$ cat src/rtl/point_collect.sv
// point_collect: gathers one frame of number_points 3-D points over a
// valid/ready handshake. It tracks the per-axis bounding box and counts
// back-to-back repeated points. When the frame is complete it serves
// one-cycle-latency reads from the point buffer.
module point_collect #(
    parameter int N             = 3,
    parameter int number_points = 14,
    localparam int CW = $clog2(number_points + 1),
    localparam int AW = (number_points > 1) ? $clog2(number_points) : 1
) (
    input  logic          clk,
    input  logic          reset,
    input  logic          start,
    input  logic          pt_valid,
    input  logic [N-1:0]  X1,
    input  logic [N-1:0]  Y1,
    input  logic [N-1:0]  Z1,
    output logic          pt_ready,
    output logic          busy,
    output logic          done,
    output logic [CW-1:0] count,
    output logic [CW-1:0] repeat_cnt,
    output logic [N-1:0]  xmin,
    output logic [N-1:0]  xmax,
    output logic [N-1:0]  ymin,
    output logic [N-1:0]  ymax,
    output logic [N-1:0]  zmin,
    output logic [N-1:0]  zmax,
    input  logic          rd_en,
    input  logic [AW-1:0] rd_addr,
    output logic          rd_valid,
    output logic [N-1:0]  rd_x,
    output logic [N-1:0]  rd_y,
    output logic [N-1:0]  rd_z
);

    typedef enum logic [1:0] {
        S_IDLE,
        S_COLLECT,
        S_DONE
    } state_e;

    localparam logic [CW-1:0] LAST_IDX = CW'(number_points - 1);

    state_e state_q, state_d;

    logic [CW-1:0]         count_q, count_d;
    logic [CW-1:0]         repeat_q, repeat_d;
    logic [2:0][N-1:0]     min_q, min_d;
    logic [2:0][N-1:0]     max_q, max_d;
    logic [2:0][N-1:0]     prev_q, prev_d;
    logic                  rd_valid_q, rd_valid_d;
    logic [2:0][N-1:0]     rd_data_q, rd_data_d;
    logic [2:0][N-1:0]     mem_q [number_points];

    logic [2:0][N-1:0]     pt;
    logic                  accept;
    logic                  clear_frame;

    // Index 0 is X, 1 is Y and 2 is Z throughout the datapath.
    assign pt          = {Z1, Y1, X1};
    assign accept      = pt_valid && (state_q == S_COLLECT);
    assign clear_frame = start && (state_q != S_COLLECT);

    // State register; reset sends the block back to IDLE on the same edge.
    always_ff @(posedge clk) begin
        if (!reset) begin
            state_q <= S_IDLE;
        end else begin
            state_q <= state_d;
        end
    end

    // Next-state logic: start opens a frame, and the last accept closes it.
    always_comb begin
        state_d = state_q;
        case (state_q)
            S_IDLE:    if (start) state_d = S_COLLECT;
            S_COLLECT: if (accept && (count_q == LAST_IDX)) state_d = S_DONE;
            S_DONE:    if (start) state_d = S_COLLECT;
            default:   state_d = S_IDLE;
        endcase
    end

    // Handshake and status outputs are pure decodes of the state.
    always_comb begin
        pt_ready = (state_q == S_COLLECT);
        busy     = (state_q == S_COLLECT);
        done     = (state_q == S_DONE);
    end

    // Frame statistics: a start clears them, and each accepted point updates them.
    always_comb begin
        count_d  = count_q;
        repeat_d = repeat_q;
        min_d    = min_q;
        max_d    = max_q;
        prev_d   = prev_q;
        if (clear_frame) begin
            count_d  = '0;
            repeat_d = '0;
            min_d    = '0;
            max_d    = '0;
        end else if (accept) begin
            count_d = count_q + CW'(1);
            prev_d  = pt;
            if ((count_q != '0) && (pt == prev_q)) begin
                repeat_d = repeat_q + CW'(1);
            end
            for (int a = 0; a < 3; a++) begin
                if (count_q == '0) begin
                    min_d[a] = pt[a];
                    max_d[a] = pt[a];
                end else begin
                    if (pt[a] < min_q[a]) min_d[a] = pt[a];
                    if (pt[a] > max_q[a]) max_d[a] = pt[a];
                end
            end
        end
    end

    // Reads are served only in DONE. Out-of-range addresses still answer, with zeros.
    always_comb begin
        rd_valid_d = rd_en && (state_q == S_DONE);
        rd_data_d  = rd_data_q;
        if (rd_valid_d) begin
            if (32'(rd_addr) < number_points) begin
                rd_data_d = mem_q[rd_addr];
            end else begin
                rd_data_d = '0;
            end
        end
    end

    // Statistics and read-port registers, all cleared by reset.
    always_ff @(posedge clk) begin
        if (!reset) begin
            count_q    <= '0;
            repeat_q   <= '0;
            min_q      <= '0;
            max_q      <= '0;
            prev_q     <= '0;
            rd_valid_q <= 1'b0;
            rd_data_q  <= '0;
        end else begin
            count_q    <= count_d;
            repeat_q   <= repeat_d;
            min_q      <= min_d;
            max_q      <= max_d;
            prev_q     <= prev_d;
            rd_valid_q <= rd_valid_d;
            rd_data_q  <= rd_data_d;
        end
    end

    // Point buffer: no reset, and written only by an accept while reset is released.
    always_ff @(posedge clk) begin
        if (reset && accept) begin
            mem_q[count_q] <= pt;
        end
    end

    assign count      = count_q;
    assign repeat_cnt = repeat_q;
    assign xmin       = min_q[0];
    assign xmax       = max_q[0];
    assign ymin       = min_q[1];
    assign ymax       = max_q[1];
    assign zmin       = min_q[2];
    assign zmax       = max_q[2];
    assign rd_valid   = rd_valid_q;
    assign rd_x       = rd_data_q[0];
    assign rd_y       = rd_data_q[1];
    assign rd_z       = rd_data_q[2];

endmodule

$ cat config.mk
export PLATFORM = sky130hd
export DESIGN_NAME = point_collect
export DESIGN_NICKNAME = d
export VERILOG_FILES = /design/src/rtl/point_collect.sv
export SDC_FILE = /design/constraint.sdc
export NUM_CORES = 1
export LEC_CHECK = 0
export ABC_CLOCK_PERIOD_IN_PS = 1800
export CAP_MARGIN = 20
export CELL_PAD_IN_SITES_DETAIL_PLACEMENT = 0
export CELL_PAD_IN_SITES_GLOBAL_PLACEMENT = 1
export CORE_ASPECT_RATIO = 0.5
export CORE_MARGIN = 2
export CORE_UTILIZATION = 35
export CTS_CLUSTER_SIZE = 24
export DETAILED_ROUTE_END_ITERATION = 16
export GPL_TIMING_DRIVEN = 0
export PLACE_DENSITY_LB_ADDON = 0.1
export SLEW_MARGIN = 20
export SYNTH_ARGS = -nofsm -noshare
export SYNTH_HDL_FRONTEND = slang
export SYNTH_SLANG_ARGS = --single-unit
$ cat constraint.sdc
create_clock -name clk -period 1.8 [get_ports clk]
set_input_delay 0.36 -clock clk [delete_from_list [all_inputs] [get_ports clk]]
set_output_delay 0.36 -clock clk [all_outputs]
set_load 0.02 [all_outputs]
==> results.json <==
{
  "max_freq_mhz": 565,
  "synth_common_cells": "edfxtp_1 (126), nand2_1 (72), dfxtp_1 (47)",
  "setup.worst_path.end_class": "flop",
  "hold_viol": 0,
  "rows": 37,
  "post-route-min-period_ns": 1.77,
  "cts_made_buffers": 17,
  "cts_max_level": 4,
  "syn_inst": 546,
  "avgSynthCellArea_um2": 13.6,
  "synthesis.nets": 584,
  "setup_tns_ns": 0,
  "finalMaxSlewViolations": 0,
  "dr_total_vias": 4681,
  "grt_max_degree": 21,
  "worst_hold_path_type": "input pin to flop",
  "die_w_um": 210,
  "status": "finished clean",
  "insertion_delay_ns": 0.44,
  "die_h_um": 107,
  "synth.most_common_cell": "edfxtp_1",
  "grtUsageTotal_pct": 17.9,
  "yosys_register_bits": 173,
  "required_ns": 2.15,
  "cts_root_buf": "clkbuf_16",
  "fillers": 1915,
  "core_um2": 20600,
  "synth_area_um2": 7410,
  "timing.setup.critical_path_class": "flop to flop",
  "postSynth.asyncResetShare_pct": 0,
  "synth.distinct_cells": 42,
  "tightestPinTransition_ns": 0.660,
  "synth_ff_type": "edfxtp_1",
  "synth_edf_count": 126,
  "wl_per_cell_um": 20.5,
  "regArea_um2": 4740,
  "skew_ns": 0.00902,
  "ys_warn_count": 0,
  "port_buffers": 54,
  "ctsHoldBuffers": 0,
  "drive_gt1_share_pct": 21.2,
  "rsz0062_at_grt": "true",
  "die-area_um2": 22400,
  "initial_core_util_pct": 35.9,
  "p_leak_nw": 3.37,
  "ios": 57,
  "overflow": 0,
  "initialDrtViolationCount": 330,
  "place.gp.congestion": 0.732,
  "ys_seq_area_share_pct": 63.8,
  "cts_buffer_depth": 2,
  "grt_pass1_wl_um": 28800,
  "drt_pre_antenna_iters": 5,
  "hpwl_um": 11900,
  "ant_nets": 0,
  "layout.nets": 672,
  "synth_top_cell_area_share_pct": 51.1,
  "period_share_pct": 98.4,
  "grt_pass1_vias": 4584,
  "clk_pin_slew_ns": 0.07,
  "max_cap_violations": 0,
  "cts_tree": "yes",
  "synth_top_cells_by_area": "edfxtp_1 (51%), dfxtp_1 (13%), mux4_2 (5.5%), mux2i_1 (5.0%), nand2_1 (3.6%)",
  "finalSetupViolations": 0,
  "p_per_area_nw_per_um2": 951,
  "drc": 0,
  "setup.worst_path.start_class": "flop",
  "area_delta_synth_final_pct": 25.2,
  "multiInputGateArea_um2": 2650,
  "cts_num_sinks": 173,
  "peakVddDrop_mv": 0.633,
  "critPathMaxFanout": 5,
  "timing.slew.headroom_pct": 56.0,
  "antenna_found_initial": 0,
  "wirelength_um": 18900,
  "yosysTopAreaCell": "edfxtp_1",
  "arrival_ns": 2.12,
  "avgViaCountPerCell": 5.09,
  "fin_worst_hold_slack_ns": 0.448
}
-- report_power, final --
group          switching (W)  internal (W)  leakage (nW)
Sequential         0.0000238       0.00429          1.52
Clock                0.00167       0.00221         0.295
Combinational       0.000384      0.000232          1.56
Total                0.00208       0.00674          3.37
-- cell type report --
cell class | instances | share of cell area [%]
Antenna cell | 1 | 0.0270
Buffer | 26 | 1.75
Clock buffer | 17 | 4.59
Clock inverter | 14 | 1.97
Inverter | 23 | 0.985
Multi-Input combinational cell | 324 | 28.6
Sequential cell | 173 | 51.1
Tap cell | 273 | 3.68
Timing Repair Buffer | 69 | 7.31
-- state kept, by name, summed over array words and instances (netlist names), 2 cells and up --
| name | flops |
|---|---|
| ymax | 3 |
| rd_x | 3 |
| prev_q | 9 |
| zmin | 3 |
| repeat_cnt | 4 |
| zmax | 3 |
| mem_q | 126 |
| state_q | 2 |
| rd_y | 3 |
| rd_z | 3 |
| xmax | 3 |
| count | 4 |
| ymin | 3 |
| xmin | 3 |
-- layout by cell type, fill, tap and decap left out, drive strengths merged, types with 11 or more instances in the layout --
master	count
edfxtp	126
buf	33
clkbuf	26
nand4	13
a21oi	14
mux4	18
a31oi	12
dlygate4sd2	22
inv	29
nand2	72
clkdlybuf4s50	12
clkdlybuf4s15	11
dfxtp	47
mux2i	37
o21ai	25
and2	14
ha	20
a22oi	18
-- path summary, 6_finish.rpt --
kind                        end  depth (start not counted)  slack (ns)      start
setup reg to reg  repeat_cnt[1]                          6        0.03   count[1]
hold reg to reg       prev_q[6]                          2        0.47  prev_q[6]
hold / removal          xmax[2]                          3        0.45      X1[2]
setup / recovery  repeat_cnt[1]                          6        0.03   count[1]
-- worst max-delay path, cell delays in order (launching register included) --
cell and delay, ns:
dfxtp_4 0.38, inv_4 0.04, ha_4 0.15, or3b_4 0.29, nand4_1 0.24, or2_4 0.35, o31ai_1 0.23
-- through the flow --
stage	util (%)	worst slack, ns	cell area (um^2)	power [W]	cells
after floorplan	-	0.0265	7410	0.00473	546
after global placement	40.2	-1.05	8300	0.00499	873
after detailed placement	40.2	-1.08	8300	0.00500	873
after CTS	44.2	-0.0279	9140	0.00889	911
after global routing	44.9	-0.0727	9270	0.00911	919
final	44.9	0.0286	9270	0.00882	920
-- what timing repair did --
action / 4_1_cts / 5_1_grt
endpoints found under the setup margin: 186 / 100
pin swaps: 8 / 6
buffers inserted: 6 / 9
gates cloned: 2 / 0
gates resized for setup: 111 / 32
-- cells by family (layout without fill, tap and decap cells) --
kind of cell | count (synthesis) | count (layout) | share of synthesized area [%]
fa+ha+maj | 20 | 20 | 3.38
xor+xnor | 11 | 11 | 1.30
mux | 55 | 55 | 10.5
compound gates | 97 | 97 | 8.40
flops | 173 | 173 | 63.8
simple gates | 139 | 141 | 9.51
other cells | 0 | 1 | 0
buf+inv | 51 | 149 | 3.16
-- metal layers --
layer	part of all wire, %	vias to the layer above	global-route usage, %
met4	1.2	0	4.96
met3	3.9	18	3.40
li1	-	2231	-
met1	50	2338	26.4
met2	44	94	27.0
met5	0	-	0
No activity file was read; power rests on OpenSTA's default activity.
